File: src/rtl/execution_dispatch_unit_pkg.sv
// Shared definitions for the execution dispatch unit: controller states and
// the position of the branch-class flag within the opcode.
package execution_dispatch_unit_pkg;

  typedef enum logic [2:0] {
    ST_IDLE,
    ST_ISSUE,
    ST_WAIT_ALU,
    ST_WRITEBACK,
    ST_FLUSH
  } state_e;

  // Branch-class flag sits this many bits below the opcode MSB.
  localparam int BRANCH_BIT_OFS = 0;

endpackage

File: src/rtl/dispatch_fifo.sv
// DEPTH x W circular FIFO with occupancy count and synchronous clear.
// DEPTH must be a power of two so the pointers wrap naturally.
module dispatch_fifo #(
  parameter int DEPTH = 4,
  parameter int W     = 8
) (
  input  logic                         clk,
  input  logic                         rst_n,
  input  logic                         i_clear,
  input  logic                         i_push,
  input  logic                         i_pop,
  input  logic [W-1:0]                 i_data,
  output logic [W-1:0]                 o_data,
  output logic [$clog2(DEPTH+1)-1:0]   o_count,
  output logic                         o_empty
);
  localparam int AW = $clog2(DEPTH);
  localparam int CW = $clog2(DEPTH+1);

  logic [W-1:0]  r_mem [DEPTH];
  logic [AW-1:0] r_wptr, r_rptr;
  logic [CW-1:0] r_count;
  logic          w_full, w_do_push, w_do_pop;

  assign w_full    = (r_count == CW'(DEPTH));
  assign o_empty   = (r_count == '0);
  assign w_do_push = i_push && !w_full;
  assign w_do_pop  = i_pop && !o_empty;
  assign o_data    = r_mem[r_rptr];
  assign o_count   = r_count;

  always_ff @(posedge clk or negedge rst_n) begin
    if (!rst_n) begin
      r_wptr  <= '0;
      r_rptr  <= '0;
      r_count <= '0;
    end else if (i_clear) begin
      r_wptr  <= '0;
      r_rptr  <= '0;
      r_count <= '0;
    end else begin
      if (w_do_push) r_wptr <= r_wptr + AW'(1);
      if (w_do_pop)  r_rptr <= r_rptr + AW'(1);
      r_count <= r_count + CW'(w_do_push) - CW'(w_do_pop);
    end
  end

  // Storage needs no reset; validity is tracked by the count.
  always_ff @(posedge clk) begin
    if (w_do_push && !i_clear) r_mem[r_wptr] <= i_data;
  end

endmodule

File: src/rtl/execution_dispatch_unit.sv
// Queues decoded instructions, issues them one at a time to the ALU with
// last-write forwarding, then writes back to data RAM or resolves a branch.
module execution_dispatch_unit
  import execution_dispatch_unit_pkg::*;
#(
  parameter int LANES           = 3,
  parameter int WIDTH           = 32,
  parameter int DATA_ADDR_WIDTH = 10,
  parameter int OP_WIDTH        = 6,
  parameter int DEPTH           = 4
) (
  input  logic                        Clock,
  input  logic                        Reset,
  input  logic                        iValid,
  output logic                        oReady,
  input  logic [OP_WIDTH-1:0]         iOperation,
  input  logic [DATA_ADDR_WIDTH-1:0]  iDestination,
  input  logic [DATA_ADDR_WIDTH-1:0]  iSrcAddr0,
  input  logic [DATA_ADDR_WIDTH-1:0]  iSrcAddr1,
  input  logic [LANES*WIDTH-1:0]      iSource0,
  input  logic [LANES*WIDTH-1:0]      iSource1,
  output logic                        oTriggerALU,
  output logic [OP_WIDTH-1:0]         oALUOperation,
  output logic [LANES*WIDTH-1:0]      oALUChannelA,
  output logic [LANES*WIDTH-1:0]      oALUChannelB,
  input  logic [LANES*WIDTH-1:0]      iALUResult,
  input  logic                        iALUOutputReady,
  input  logic                        iBranchTaken,
  output logic                        oRAMWriteEnable,
  output logic [DATA_ADDR_WIDTH-1:0]  oRAMWriteAddress,
  output logic [LANES*WIDTH-1:0]      oRAMBus,
  output logic                        oJumpFlag,
  output logic [DATA_ADDR_WIDTH-1:0]  oJumpIp,
  output logic [DATA_ADDR_WIDTH-1:0]  oLastDestination,
  output logic                        oBusy
);
  localparam int DW = LANES*WIDTH;
  localparam int AW = DATA_ADDR_WIDTH;
  localparam int EW = OP_WIDTH + 3*AW + 2*DW;
  localparam int CW = $clog2(DEPTH+1);

  state_e            r_state, w_next;
  logic              w_push, w_pop, w_clear, w_empty, w_is_branch;
  logic [CW-1:0]     w_count;
  logic [EW-1:0]     w_head;
  logic [OP_WIDTH-1:0] w_h_op;
  logic [AW-1:0]     w_h_dest, w_h_s0a, w_h_s1a;
  logic [DW-1:0]     w_h_s0, w_h_s1;

  logic              r_trig, r_fwd_vld;
  logic [OP_WIDTH-1:0] r_op;
  logic [AW-1:0]     r_dest, r_last_dest;
  logic [DW-1:0]     r_cha, r_chb, r_result, r_fwd_data;

  assign w_push = iValid && oReady;

  dispatch_fifo #(.DEPTH(DEPTH), .W(EW)) u_fifo (
    .clk     (Clock),
    .rst_n   (Reset),
    .i_clear (w_clear),
    .i_push  (w_push),
    .i_pop   (w_pop),
    .i_data  ({iOperation, iDestination, iSrcAddr0, iSrcAddr1, iSource0, iSource1}),
    .o_data  (w_head),
    .o_count (w_count),
    .o_empty (w_empty)
  );

  assign {w_h_op, w_h_dest, w_h_s0a, w_h_s1a, w_h_s0, w_h_s1} = w_head;
  assign w_is_branch = r_op[OP_WIDTH-1-BRANCH_BIT_OFS];

  always_comb begin
    w_next  = r_state;
    w_pop   = 1'b0;
    w_clear = 1'b0;
    case (r_state)
      ST_IDLE:      if (!w_empty) w_next = ST_ISSUE;
      ST_ISSUE: begin
        w_pop  = 1'b1;
        w_next = ST_WAIT_ALU;
      end
      ST_WAIT_ALU: begin
        if (iALUOutputReady) begin
          if (!w_is_branch)     w_next = ST_WRITEBACK;
          else if (iBranchTaken) w_next = ST_FLUSH;
          else                  w_next = w_empty ? ST_IDLE : ST_ISSUE;
        end
      end
      ST_WRITEBACK: w_next = w_empty ? ST_IDLE : ST_ISSUE;
      ST_FLUSH: begin
        w_clear = 1'b1;
        w_next  = ST_IDLE;
      end
      default:      w_next = ST_IDLE;
    endcase
  end

  always_ff @(posedge Clock or negedge Reset) begin
    if (!Reset) begin
      r_state     <= ST_IDLE;
      r_trig      <= 1'b0;
      r_op        <= '0;
      r_dest      <= '0;
      r_cha       <= '0;
      r_chb       <= '0;
      r_result    <= '0;
      r_last_dest <= '0;
      r_fwd_data  <= '0;
      r_fwd_vld   <= 1'b0;
    end else begin
      r_state <= w_next;
      r_trig  <= (r_state == ST_ISSUE);
      if (r_state == ST_ISSUE) begin
        r_op   <= w_h_op;
        r_dest <= w_h_dest;
        // A write landing in the same edge as this issue is already visible here.
        r_cha  <= (r_fwd_vld && w_h_s0a == r_last_dest) ? r_fwd_data : w_h_s0;
        r_chb  <= (r_fwd_vld && w_h_s1a == r_last_dest) ? r_fwd_data : w_h_s1;
      end
      if (r_state == ST_WAIT_ALU && iALUOutputReady) r_result <= iALUResult;
      if (r_state == ST_WRITEBACK) begin
        r_last_dest <= r_dest;
        r_fwd_data  <= r_result;
        r_fwd_vld   <= 1'b1;
      end
    end
  end

  assign oReady           = (w_count != CW'(DEPTH)) && (r_state != ST_FLUSH);
  assign oBusy            = !w_empty || (r_state != ST_IDLE);
  assign oTriggerALU      = r_trig;
  assign oALUOperation    = r_op;
  assign oALUChannelA     = r_cha;
  assign oALUChannelB     = r_chb;
  assign oRAMWriteEnable  = (r_state == ST_WRITEBACK);
  assign oRAMWriteAddress = oRAMWriteEnable ? r_dest : '0;
  assign oRAMBus          = oRAMWriteEnable ? r_result : '0;
  assign oJumpFlag        = (r_state == ST_FLUSH);
  assign oJumpIp          = oJumpFlag ? r_dest : '0;
  assign oLastDestination = r_last_dest;

endmodule

File: config.mk
export PLATFORM = sky130hd
export DESIGN_NAME = execution_dispatch_unit
export DESIGN_NICKNAME = d
export VERILOG_FILES = /design/src/rtl/execution_dispatch_unit_pkg.sv /design/src/rtl/dispatch_fifo.sv /design/src/rtl/execution_dispatch_unit.sv
export SDC_FILE = /design/constraint.sdc
export NUM_CORES = 1
export LEC_CHECK = 0
export BUFFER_PORTS_ARGS = -buffer_cell sky130_fd_sc_hd__buf_2
export CAP_MARGIN = 40
export CORE_MARGIN = 2
export CORE_UTILIZATION = 50
export CTS_BUF_LIST = sky130_fd_sc_hd__clkbuf_8
export CTS_CLUSTER_DIAMETER = 200
export DETAILED_ROUTE_END_ITERATION = 7
export PLACE_DENSITY = 0.72
export SYNTH_ARGS = -nofsm -noshare
export SYNTH_HDL_FRONTEND = slang
export SYNTH_SLANG_ARGS = --single-unit
File: constraint.sdc
create_clock -name Clock -period 8.05 [get_ports Clock]
set_clock_uncertainty 0.05 [all_clocks]
set_input_delay 0 -clock Clock [delete_from_list [all_inputs] [get_ports Clock]]
set_output_delay 0 -clock Clock [all_outputs]
set_load 0.01 [all_outputs]
==> impl_results.rst <==
.. list-table::
   :header-rows: 1

   * - Metric
     - Value
   * - Total congestion overflow after global routing
     - 0
   * - Psw
     - roughly 8.4 mW
   * - Fin Setup TNS
     - 0 ns
   * - Crit-path slowest cell
     - dfrtp_4
   * - Number of global-route vias before repair
     - 34934
   * - Required time reported for the critical path endpoint
     - between 8 and 9 ns
   * - Actual transition at the worst max-transition pin
     - 1.205 ns
   * - Post-synth cell types
     - 39
   * - Most used flip-flop cell after synthesis
     - edfxtp_1
   * - Period Utilization, post-route
     - ~57%
   * - Arrival time at the worst endpoint
     - roughly 5.3 ns
   * - Starting density of the core
     - 50.49%
   * - Critical path fanouts, max
     - 50
   * - Fill count
     - about 6600
   * - Kind of launch point of the worst setup path
     - register
   * - CTS Root Buffer Type
     - clkbuf_8
   * - Die Height
     - roughly 320 um
   * - Count of flip-flops with a built-in enable after synthesis
     - 912
   * - Clock transition at the registers of the reported paths
     - 0.06 ns
   * - Maximum buffer depth of the clock tree
     - 3
   * - Portion of the post-synthesis area used by sequential elements
     - 73.76%
   * - Critical Path Most Common Cell
     - buf_4
   * - Cells along the critical path
     - buf_4, mux4_2, xnor2_1, nand4_1, nor3_2, buf_4, buf_4, mux2i_1, a21oi_1
   * - Hold/Removal Path Class
     - input pin to register
   * - Clock latency on the worst-skew pair
     - 0.88 ns
   * - H-tree Lvls
     - 4
   * - Via total after detailed routing
     - about 33000
   * - Synthesized-area fraction occupied by and/or/nand/nor cells
     - 4.176%
   * - Max Clock Freq
     - between 0.2 and 0.25 GHz
   * - Clock buffers created by TritonCTS
     - approximately 210
   * - I/O pin cnt
     - 658
   * - Setup Crit Path Kind
     - register to register
   * - Crit path buffers/inverters
     - 3
   * - Wire length after detailed routing
     - between 100000 and 150000 um
   * - Crit. End Element
     - register
   * - Proportion of layout cells with a drive suffix above 1
     - around a third
   * - Die W
     - 324.8 um
   * - Async set-reset flop share out of synthesis
     - 31.63%
   * - Synth Area in Adders
     - less than 1%
   * - Largest vdd supply drop
     - between 0.2 and 0.25 mV
   * - Wire length of the first global-routing pass
     - 212500 um
   * - Number of vias per cell after detailed routing
     - 5.568
   * - Maximum number of pins on one net before global-route repair
     - roughly 200
   * - Combinational family with the most area after synthesis
     - multiplexers
   * - Clock period minus final worst setup slack
     - between 4 and 5 ns
   * - Outcome
     - completed
   * - Reported max-cap violation count
     - 0
   * - Post-Synthesis Net Count
     - ~3200
   * - Count of standard-cell rows
     - around 120
   * - Routed length per instance
     - about 24 um
   * - Power per Cell Area
     - between 300 and 400 nW/um2
   * - Pre-antenna DRT Iters
     - 5
   * - Hpwl dp
     - between 70000 and 80000 um
   * - Number of standard cells after synthesis
     - around 2900
   * - TritonCTS clock tree
     - built
   * - #FFs+latches synth
     - 1334
   * - Power share of the combinational group
     - about 33%
   * - Cell area after layout
     - slightly below 70000 um2
   * - Xor and xnor area share after synthesis
     - less than 1%
   * - Area inside the core boundary
     - ~100000 um2
   * - Worst slew slack as a fraction of its limit
     - ~20%
   * - Routability Congestion
     - 0.7861
   * - Drt drc
     - 0
   * - I/O Buffers
     - around 660
   * - Power share of the clock group
     - between 20% and 30%
   * - Layout net count
     - 4664
   * - Lkg Pwr
     - ~26 nW
   * - Global-route total usage across every layer
     - 26.62%
   * - Slowest Stage Delay on Critical Path
     - 0.84 ns
   * - Fin. max-slew vios
     - 0
   * - Antenna violations before repair
     - 26
   * - Number of endpoints failing setup at the final stage
     - 0
   * - Clock Sinks
     - ~1300
   * - Sequential share of power
     - a little over two fifths
   * - Detail Route Antenna Nets
     - 0
   * - Compound-Gate Fraction of Synth Area
     - 3.198%
   * - Die footprint
     - 105500 um2
   * - Synth Warn #
     - 0
   * - Family with the most delay on the worst path
     - buffers and inverters
   * - Net switching share of the total power
     - between 30% and 40%
   * - Number of gates given a new drive strength after cts
     - 0
   * - RSZ-0062 raised after global routing
     - no
   * - Area overhead of the layout relative to synthesis
     - 32.24%
   * - Multiplexer share of the synthesized area
     - 16.61%
   * - Post-Syn Area
     - 51450 um2
   * - Hold violation count in the final report
     - 0
   * - Internal power contribution
     - between 15 and 20 mW
   * - Mean area per synthesized cell
     - 18.01 um2
   * - Dpl cell area
     - between 50000 and 60000 um2
   * - Violation count after the first detailed-routing iteration
     - between 2000 and 3000
==> state kept, by name (all words and copies together) (netlist names) <==
name	cells
r_fwd_vld	1
oLastDestination	10
r_state	3
oALUOperation	6
u_fifo.r_mem	912
u_fifo.r_rptr	2
oALUChannelB	96
u_fifo.r_wptr	2
u_fifo.o_count	3
oTriggerALU	1
r_result	96
oALUChannelA	96
r_fwd_data	96
r_dest	10
==> per-stage QoR <==
stage	total power, mW	hold WS [ns]	setup slack [ns]	util [%]	std cells
floorplan	15.59	-0.3456	1.010	-	2856
global placement	18.09	-0.05489	3.080	55.15	4740
finish	24.70	0.1546	3.427	66.77	5895
detailed placement	18.39	-0.05252	3.497	55.37	4749
global route	25.86	0.1424	3.199	66.77	5893
CTS	24.59	0.07954	3.460	66.73	5876
==> layout by cell type, fill, tap and decap left out, types with 3 or more instances in the layout <==
master and n:
a31oi_1 97, clkinv_2 24, edfxtp_1 912, o21ai_0 97, nor2_1 199, xor2_1 5
clkinvlp_4 4, inv_1 88, mux2_2 219, and3_1 3, a21oi_1 100, ha_1 6
dlygate4sd3_1 736, clkinv_1 25, and2_1 118, mux2i_1 110, buf_16 7, nand3_1 97
buf_12 11, mux4_2 221, nand2_1 4, buf_4 36, inv_6 3, clkbuf_8 240
dfrtp_1 420, buf_2 656, diode_2 19, and3_4 4, bufinv_16 8, xnor2_1 25
==> power by group through the flow <==
stage | clock network [mW] | logic (mW) | registers (mW)
finish | 5.63 | 8.24 | 10.8
CTS | 5.70 | 8.13 | 10.8
global route | 6.03 | 8.84 | 11.0
detailed placement | 0 | 7.52 | 10.9
floorplan | 0 | 4.84 | 10.7
global placement | 0 | 7.21 | 10.9
==> synthesized netlist by cell type (5+ instances only) <==
library cell | number | share of area (%)
a21oi_1 | 100 | 0.97
a31oi_1 | 97 | 1.2
and2_1 | 118 | 1.4
and3_1 | 7 | 0.085
buf_1 | 10 | 0.073
buf_2 | 20 | 0.19
buf_4 | 7 | 0.10
buf_6 | 5 | 0.11
clkbuf_1 | 143 | 1.0
dfrtp_1 | 422 | 21
edfxtp_1 | 912 | 53
ha_1 | 6 | 0.15
inv_1 | 6 | 0.044
mux2_2 | 219 | 4.8
mux2i_1 | 110 | 2.1
mux4_2 | 221 | 9.7
nand3_1 | 97 | 0.94
nor2_1 | 200 | 1.5
o21ai_0 | 97 | 0.94
xnor2_1 | 25 | 0.43
xor2_1 | 5 | 0.085
==> cell type report <==
class | count | area (um2) | share of cell area, %
multi-input cells | 1331 | 12770 | 18.77
flip-flops and latches | 1334 | 37950 | 55.79
diodes | 19 | 47.55 | 0.06989
inverters | 6 | 22.52 | 0.03310
clock buffers | 240 | 3303 | 4.855
repair buffers | 1447 | 11350 | 16.68
well taps | 1368 | 1712 | 2.516
clock inverters | 150 | 873.3 | 1.284
==> path summary, 6_finish.rpt <==
check                                                   from  slack [ns]                            to  depth (start not counted)
worst min register to register  oALUOperation[4]$_DFFE_PN0N_        0.46  oALUOperation[4]$_DFFE_PN0N_                          1
max in group asynchronous                              Reset        6.10  oALUChannelA[75]$_DFFE_PN0N_                          5
worst max-delay path            u_fifo.r_rptr[1]$_DFFE_PN0P_        3.43  oALUChannelB[18]$_DFFE_PN0N_                          9
min in group asynchronous                              Reset        0.30      r_result[48]$_DFFE_PN0P_                          4
worst min-delay path                                  iValid        0.15  u_fifo.r_wptr[1]$_DFFE_PN0P_                          4
worst max register to register  u_fifo.r_rptr[1]$_DFFE_PN0P_        3.43  oALUChannelB[18]$_DFFE_PN0N_                          9
==> logic make-up after synthesis <==
logic type                 Yosys count
DFF                               1334
buffers and inverters              191
AOI/OAI and AO/OA                  300
adders and majority gates            7
xor gates and xnor gates            30
muxes                              550
and+or+nand+nor                    444
==> routing by layer <==
layer / share of wire [%] / routed length, um / track usage (%)
met5: 0.079 / 111 / 0
met4: 3.8 / 5326 / 11.26
met2: 51 / 71550 / 45.01
met1: 38 / 53130 / 32.96
met3: 7.5 / 10560 / 6.375
==> worst min-delay path, cell delays in order <==
cell,delay (ns)
dlygate4sd3_1,0.52
buf_2,0.15
and2_0,0.26
o31ai_1,0.10
==> what timing repair did <==
| action | 4_1_cts | 5_1_grt |
|---|---|---|
| buffers inserted | 0 | 0 |
| hold buffers | 737 | 0 |
| endpoints found under the setup margin | 0 | 0 |
| hold endpoints to repair | 1541 | 0 |
No activity file was read; power rests on OpenSTA's default activity.
